$ cat config.mk
export PLATFORM = sky130hd
export DESIGN_NAME = cia_bus_sequencer
export DESIGN_NICKNAME = d
export VERILOG_FILES = /design/src/rtl/cia_bus_sequencer.sv
export SDC_FILE = /design/constraint.sdc
export NUM_CORES = 1
export LEC_CHECK = 0
export CAP_MARGIN = 5
export CORE_MARGIN = 2
export CORE_UTILIZATION = 50
export CTS_BUF_LIST = sky130_fd_sc_hd__clkbuf_8
export CTS_CLUSTER_SIZE = 14
export DETAILED_ROUTE_END_ITERATION = 8
export HOLD_SLACK_MARGIN = 0.1
export PLACE_DENSITY = 0.72
export SLEW_MARGIN = 10
export SYNTH_ARGS = -nofsm -noshare
export SYNTH_HDL_FRONTEND = slang
export SYNTH_SLANG_ARGS = --single-unit
$ cat constraint.sdc
create_clock -name clk -period 2.68 [get_ports clk]
set_input_delay 0.804 -clock clk [delete_from_list [all_inputs] [get_ports clk]]
set_output_delay 0.804 -clock clk [all_outputs]
set_load 0.01 [all_outputs]
$ cat src/rtl/cia_bus_sequencer.sv
// Host-bus front end: synchronises the raw PHI2/CS/RW/ADDR/DATA pins, derives
// PHI2 edge strobes, qualifies register read/write accesses, drives the data
// bus output enable, measures the PHI2 period and flags a stalled PHI2.
module cia_bus_sequencer #(
  parameter int SYNC_STAGES  = 2,
  parameter int SETTLE_CLKS  = 3,
  parameter int TIMEOUT_CLKS = 255,
  parameter int CNT_W        = 8
) (
  input  logic             clk,
  input  logic             res_n,
  input  logic             phi2_pin,
  input  logic             cs_n_pin,
  input  logic             rw_pin,
  input  logic [3:0]       addr_pin,
  input  logic [7:0]       data_pin,
  output logic             phi2_up,
  output logic             phi2_dn,
  output logic             rd,
  output logic             we,
  output logic [3:0]       addr,
  output logic [7:0]       data_w,
  output logic             oe,
  output logic [CNT_W-1:0] period,
  output logic             period_valid,
  output logic             clk_lost
);

  localparam int PIN_W  = 15;
  localparam int FILL_W = $clog2(SYNC_STAGES + 1);
  localparam int SET_W  = $clog2(SETTLE_CLKS + 1);
  localparam logic [FILL_W-1:0] FILL_DONE = FILL_W'(SYNC_STAGES);
  localparam logic [SET_W-1:0]  SET_DONE  = SET_W'(SETTLE_CLKS);
  localparam logic [CNT_W-1:0]  CNT_MAX   = '1;
  localparam logic [CNT_W-1:0]  TIMEOUT_V = CNT_W'(TIMEOUT_CLKS);

  typedef enum logic [1:0] {
    WAIT_LOW = 2'd0,
    PHI1     = 2'd1,
    SETTLE   = 2'd2,
    ACTIVE   = 2'd3
  } state_t;

  logic [SYNC_STAGES-1:0][PIN_W-1:0] sync_q, sync_d;
  logic [PIN_W-1:0]  pin_s;
  logic              phi2_s, cs_n_s, rw_s;
  logic [3:0]        addr_s;
  logic [7:0]        data_s;

  state_t            state_q, state_d;
  logic              phi2_q, phi2_d;
  logic [FILL_W-1:0] fill_q, fill_d;
  logic [SET_W-1:0]  set_q, set_d, settle_inc;
  logic              cs_q, cs_d, rw_q, rw_d;
  logic [3:0]        addr_q, addr_d;
  logic [7:0]        data_w_q, data_w_d;
  logic [CNT_W-1:0]  edge_q, edge_d;
  logic [CNT_W-1:0]  per_cnt_q, per_cnt_d;
  logic [CNT_W-1:0]  period_q, period_d;
  logic              period_valid_q, period_valid_d;
  logic              seen_up_q, seen_up_d;
  logic              clk_lost_q, clk_lost_d;

  logic live, edge_s, up, dn, timeout, access;

  assign pin_s  = sync_q[SYNC_STAGES-1];
  assign phi2_s = pin_s[14];
  assign cs_n_s = pin_s[13];
  assign rw_s   = pin_s[12];
  assign addr_s = pin_s[11:8];
  assign data_s = pin_s[7:0];

  // Strobes are suppressed while waiting for PHI2 to be seen low; a timeout
  // can only fire on a clk without a PHI2 edge.
  assign live    = (state_q != WAIT_LOW);
  assign edge_s  = phi2_s ^ phi2_q;
  assign up      = live & phi2_s & ~phi2_q;
  assign dn      = live & ~phi2_s & phi2_q;
  assign timeout = live & ~edge_s & (edge_q >= TIMEOUT_V);
  assign access  = (state_q == ACTIVE) & ~timeout;

  assign settle_inc = set_q + SET_W'(1);

  assign phi2_up      = up;
  assign phi2_dn      = dn;
  assign rd           = access & cs_q & rw_q;
  assign we           = access & cs_q & ~rw_q;
  assign oe           = rd;
  assign addr         = (state_q == ACTIVE) ? addr_q : 4'd0;
  assign data_w       = (state_q == ACTIVE) ? data_w_q : 8'd0;
  assign period       = period_q;
  assign period_valid = period_valid_q;
  assign clk_lost     = clk_lost_q;

  // Pin synchroniser chain plus the sync-fill counter that blocks the FSM
  // until the chain holds real pin samples after reset.
  always_comb begin
    sync_d[0] = {phi2_pin, cs_n_pin, rw_pin, addr_pin, data_pin};
    for (int i = 1; i < SYNC_STAGES; i++) begin
      sync_d[i] = sync_q[i-1];
    end
    phi2_d = phi2_s;
    fill_d = (fill_q == FILL_DONE) ? fill_q : fill_q + FILL_W'(1);
  end

  // Access FSM: wait for PHI2 low, settle after the rising edge, then hold a
  // frozen access until the falling edge; a timeout aborts from any state.
  always_comb begin
    state_d  = state_q;
    set_d    = set_q;
    cs_d     = cs_q;
    rw_d     = rw_q;
    addr_d   = addr_q;
    data_w_d = data_w_q;
    case (state_q)
      WAIT_LOW: begin
        if ((fill_q == FILL_DONE) && !phi2_s) state_d = PHI1;
      end
      PHI1: begin
        if (up) begin
          state_d = SETTLE;
          set_d   = SET_W'(1);
        end
      end
      SETTLE: begin
        if (dn) begin
          state_d = PHI1;
        end else begin
          set_d = settle_inc;
          if (settle_inc >= SET_DONE) begin
            state_d  = ACTIVE;
            cs_d     = ~cs_n_s;
            rw_d     = rw_s;
            addr_d   = addr_s;
            data_w_d = data_s;
          end
        end
      end
      ACTIVE: begin
        // The falling-edge clk keeps the last pre-edge data sample.
        if (dn) state_d = PHI1;
        else    data_w_d = data_s;
      end
      default: state_d = WAIT_LOW;
    endcase
    if (timeout) state_d = WAIT_LOW;
  end

  // Edge watchdog, period measurement and the sticky lost-clock flag.
  always_comb begin
    edge_d         = edge_s ? '0 : ((edge_q == CNT_MAX) ? edge_q : edge_q + CNT_W'(1));
    per_cnt_d      = up ? CNT_W'(1) : ((per_cnt_q == CNT_MAX) ? per_cnt_q : per_cnt_q + CNT_W'(1));
    period_d       = period_q;
    period_valid_d = period_valid_q;
    seen_up_d      = live ? (seen_up_q | up) : 1'b0;
    clk_lost_d     = clk_lost_q;
    if (up) begin
      clk_lost_d = 1'b0;
      if (seen_up_q) begin
        period_d       = per_cnt_q;
        period_valid_d = 1'b1;
      end
    end
    if (timeout) begin
      clk_lost_d     = 1'b1;
      period_valid_d = 1'b0;
    end
  end

  // All state registers; reset clears everything asynchronously.
  always_ff @(posedge clk or negedge res_n) begin
    if (!res_n) begin
      sync_q         <= '0;
      phi2_q         <= 1'b0;
      fill_q         <= '0;
      state_q        <= WAIT_LOW;
      set_q          <= '0;
      cs_q           <= 1'b0;
      rw_q           <= 1'b0;
      addr_q         <= '0;
      data_w_q       <= '0;
      edge_q         <= '0;
      per_cnt_q      <= '0;
      period_q       <= '0;
      period_valid_q <= 1'b0;
      seen_up_q      <= 1'b0;
      clk_lost_q     <= 1'b0;
    end else begin
      sync_q         <= sync_d;
      phi2_q         <= phi2_d;
      fill_q         <= fill_d;
      state_q        <= state_d;
      set_q          <= set_d;
      cs_q           <= cs_d;
      rw_q           <= rw_d;
      addr_q         <= addr_d;
      data_w_q       <= data_w_d;
      edge_q         <= edge_d;
      per_cnt_q      <= per_cnt_d;
      period_q       <= period_d;
      period_valid_q <= period_valid_d;
      seen_up_q      <= seen_up_d;
      clk_lost_q     <= clk_lost_d;
    end
  end

endmodule

==> summary.txt <==
Floorplan
  – Row Count: 28
  – Die X: 83.03 um
  – Vert. Die Dim: 83.03 um
  – Die ar.: 0.006894 mm2
  – Core area: 0.005991 mm2
  – Starting Density: 52.13%
  – I/O pin total: 44

Run status
  – Status: complete, no violations

Timing
  – Fmax achieved: 385.0 MHz
  – Final Max Slew Viols: 0
  – RSZ-0062 raised after global routing: yes
  – Slew @ Worst Pin: 0.5121 ns
  – Period utilization: 96.92%
  – Min Tclk post-route: 2.598 ns
  – Worst Skew: 0.008080 ns
  – Setup Viol. Count Final: 0
  – Max transition margin: 65.86%
  – Fin Hold WS: 0.3476 ns
  – Setup_tns: 0 ns
  – Final hold vios: 0

Clock tree
  – TritonCTS sink count: 78
  – Num CTS Buffers: 9
  – Hold bufs inserted after CTS: 0
  – Clk_lat worst skew: 0.35 ns
  – CTS Buffer Depth: 2
  – Reg clk slew, reported paths: 0.07 ns
  – Cell chosen for the clock root: clkbuf_8
  – CTS H-tree lvls: 3
  – CTS tree: yes

Route
  – Drt drc: 0
  – Post-route ant nets: 0
  – Vias/cell: 5.150
  – 1st-iter DRT viols: 65
  – Average routed wire per standard cell: 13.29 um
  – Via count: 2060
  – Final wirelength: 5315 um
  – First-pass detailed-route iteration total: 4

Pwr
  – PwrDens: 841.0 mW/mm2
  – P_leak: 1.890 nW
  – VDD IR-drop max: 0.0005221 V

Critical path
  – Max stage delay cell, worst path: or4_4
  – Crit path from: edge_q[1]$_DFFE_PN0P_
  – Launching point of the worst reg2reg path: state_q[1]$_DFFE_PN0P_
  – Largest stage delay, worst path: 0.51 ns
  – Worst path cell trace: ha_2, nand3_1, or4_4, and4_1, buf_2
  – Bufs and invs on worst path: 1
  – Worst EP required: 1.88 ns
  – Reg2reg setup slack: 0.36 ns
  – Max FO, Critical Path: 3
  – Critical path endpoint category: output port
  – CP Class: flip-flop to output port
  – Top delay family on crit path: simple AND/OR/NAND/NOR gates
  – Worst setup SP type: flip-flop
  – Arrival time at the worst endpoint: 1.79 ns

Run
  – Max Cap Viol: 0

Synthesis
  – Post-Syn Nets: 274
  – Sequential fraction of the synthesis area: 62.50%
  – Unique masters post-synth: 42
  – Syn Area/Cell: 12.64 um2
  – Leading area contributor after synthesis: dfrtp_1
  – Synth Register Bits: 78
  – EDFF count, synth: 0
  – Most frequent cell after synthesis: dfrtp_1
  – Post-synth top cells: 78 x dfrtp_1, 21 x mux2_2, 20 x nor2_1
  – Top cells by area in the synthesized netlist: dfrtp_1 63%, mux2_2 7.6%, ha_1 4.0%
  – YS warnings: 0
  – Yosys top cell area share: 62.50%
  – Post-Syn Area: 0.003123 mm2
  – Dominant synthesized flop cell: dfrtp_1
  – Asr flop ratio synth: 100.0%
  – Mapped Cells: 247

Worst hold path
  – HP Class: flip-flop to flip-flop
  – Hold_sp: sync_d[22]$_DFF_PN0_

GRT
  – Total GRT Usage: 17.03%
  – First-pass GRT wire length: 9273 um
  – Vias in the first global route: 2051
  – Initial antenna violation count: 0
  – Largest net degree at the start of global routing: 41
  – GR Overflow Total: 0

Place
  – Final GP Congestion: 0.8053
  – IO Port Bufs: 43
  – Area after DPL: 0.003784 mm2
  – DP Wirelength: 3802 um

Final layout
  – Final instance area: 0.004009 mm2
  – Fillers: 446
  – Multi-input logic area: 0.001117 mm2
  – Proportion of layout cells with a drive suffix above 1: 24.62%
  – Layout net count: 349
  – Ant. Diodes: 0
  – Area grow syn2layout: 28.37%
  – Util after Layout: 66.92%
  – Register Area: 0.001952 mm2
-- per-stage QoR --
stage | setup WS [ns] | total power (W) | std cells
3_5_place_dp | -0.04121 | 0.002600 | 382
4_1_cts | 0.002517 | 0.003392 | 396
2_1_floorplan | 0.1045 | 0.002149 | 247
5_1_grt | -0.03136 | 0.003604 | 400
6_report | 0.08247 | 0.003372 | 400
3_3_place_gp | 0.006855 | 0.002556 | 382
-- final timing paths --
| kind | endpoint | depth (start not counted) |
|---|---|---|
| worst min register to register | pin_s[7]$_DFF_PN0_ | 0 |
| worst max register to register | period[4]$_DFFE_PN0P_ | 8 |
| worst max-delay path | oe | 5 |
| min in group asynchronous | pin_s[10]$_DFF_PN0_ | 1 |
| max in group asynchronous | period[5]$_DFFE_PN0P_ | 2 |
| worst min-delay path | pin_s[7]$_DFF_PN0_ | 0 |
-- sequential cells by signal (all words and copies together), names as in the netlist --
register / count
state_q: 2
fill_q: 2
cs_q: 1
seen_up_q: 1
addr_q: 4
pin_s: 15
sync_d: 15
phi2_q: 1
per_cnt_q: 8
period_valid: 1
set_q: 2
edge_q: 8
data_w_q: 8
period: 8
rw_q: 1
clk_lost: 1
-- layout by cell type (no fill, tap or decap), types with 3 or more instances in the layout --
cell type	count
dfrtp_1	78
clkdlybuf4s50_1	33
buf_4	27
mux2_2	21
nor2_1	20
o21ai_0	15
and2_1	14
nand2_1	14
clkbuf_8	11
nand3_1	8
a21oi_1	8
inv_1	7
ha_1	7
xor2_1	5
nor3_1	4
and3_1	4
dlymetal6s2s_1	4
o211ai_1	3
nand4_1	3
buf_2	3
-- cells by family after synthesis --
logic type / synth area share (%)
and+or+nand+nor: 14.02
DFF: 62.50
AOI/OAI and AO/OA: 6.851
muxes: 8.213
buffers and inverters: 2.724
adders and majority gates: 4.006
xor gates and xnor gates: 1.683
-- cell type report --
| cell class | count | area share, % |
|---|---|---|
| Clock buffer | 11 | 3.777 |
| Clock inverter | 3 | 0.5306 |
| Inverter | 9 | 0.9675 |
| Multi-Input combinational cell | 154 | 27.87 |
| Sequential cell | 78 | 48.69 |
| Tap cell | 75 | 2.341 |
| Timing Repair Buffer | 70 | 15.82 |
-- where the power goes --
group          leakage [nW]  total (W)  switching [W]  internal, W
combinational         0.839    0.00104       0.000455     0.000582
clock                0.0873   0.000769       0.000393     0.000376
sequential            0.964    0.00157       0.000147      0.00142
total                  1.89    0.00337       0.000995      0.00238
-- repair_timing --
action,CTS,global route
cloned,0,0
pin swaps,3,3
endpoints found under the setup margin,11,10
buffers inserted,0,4
resized for setup,22,8
-- layer usage --
metal	global-route usage, %	up-vias	part of all wire (%)
met4	8.048	0	1.9
met1	21.35	1008	45
li1	-	1009	-
met3	4.970	8	3.6
met2	27.27	35	49
met5	0	-	0
Power figures use the tool's default switching activity.
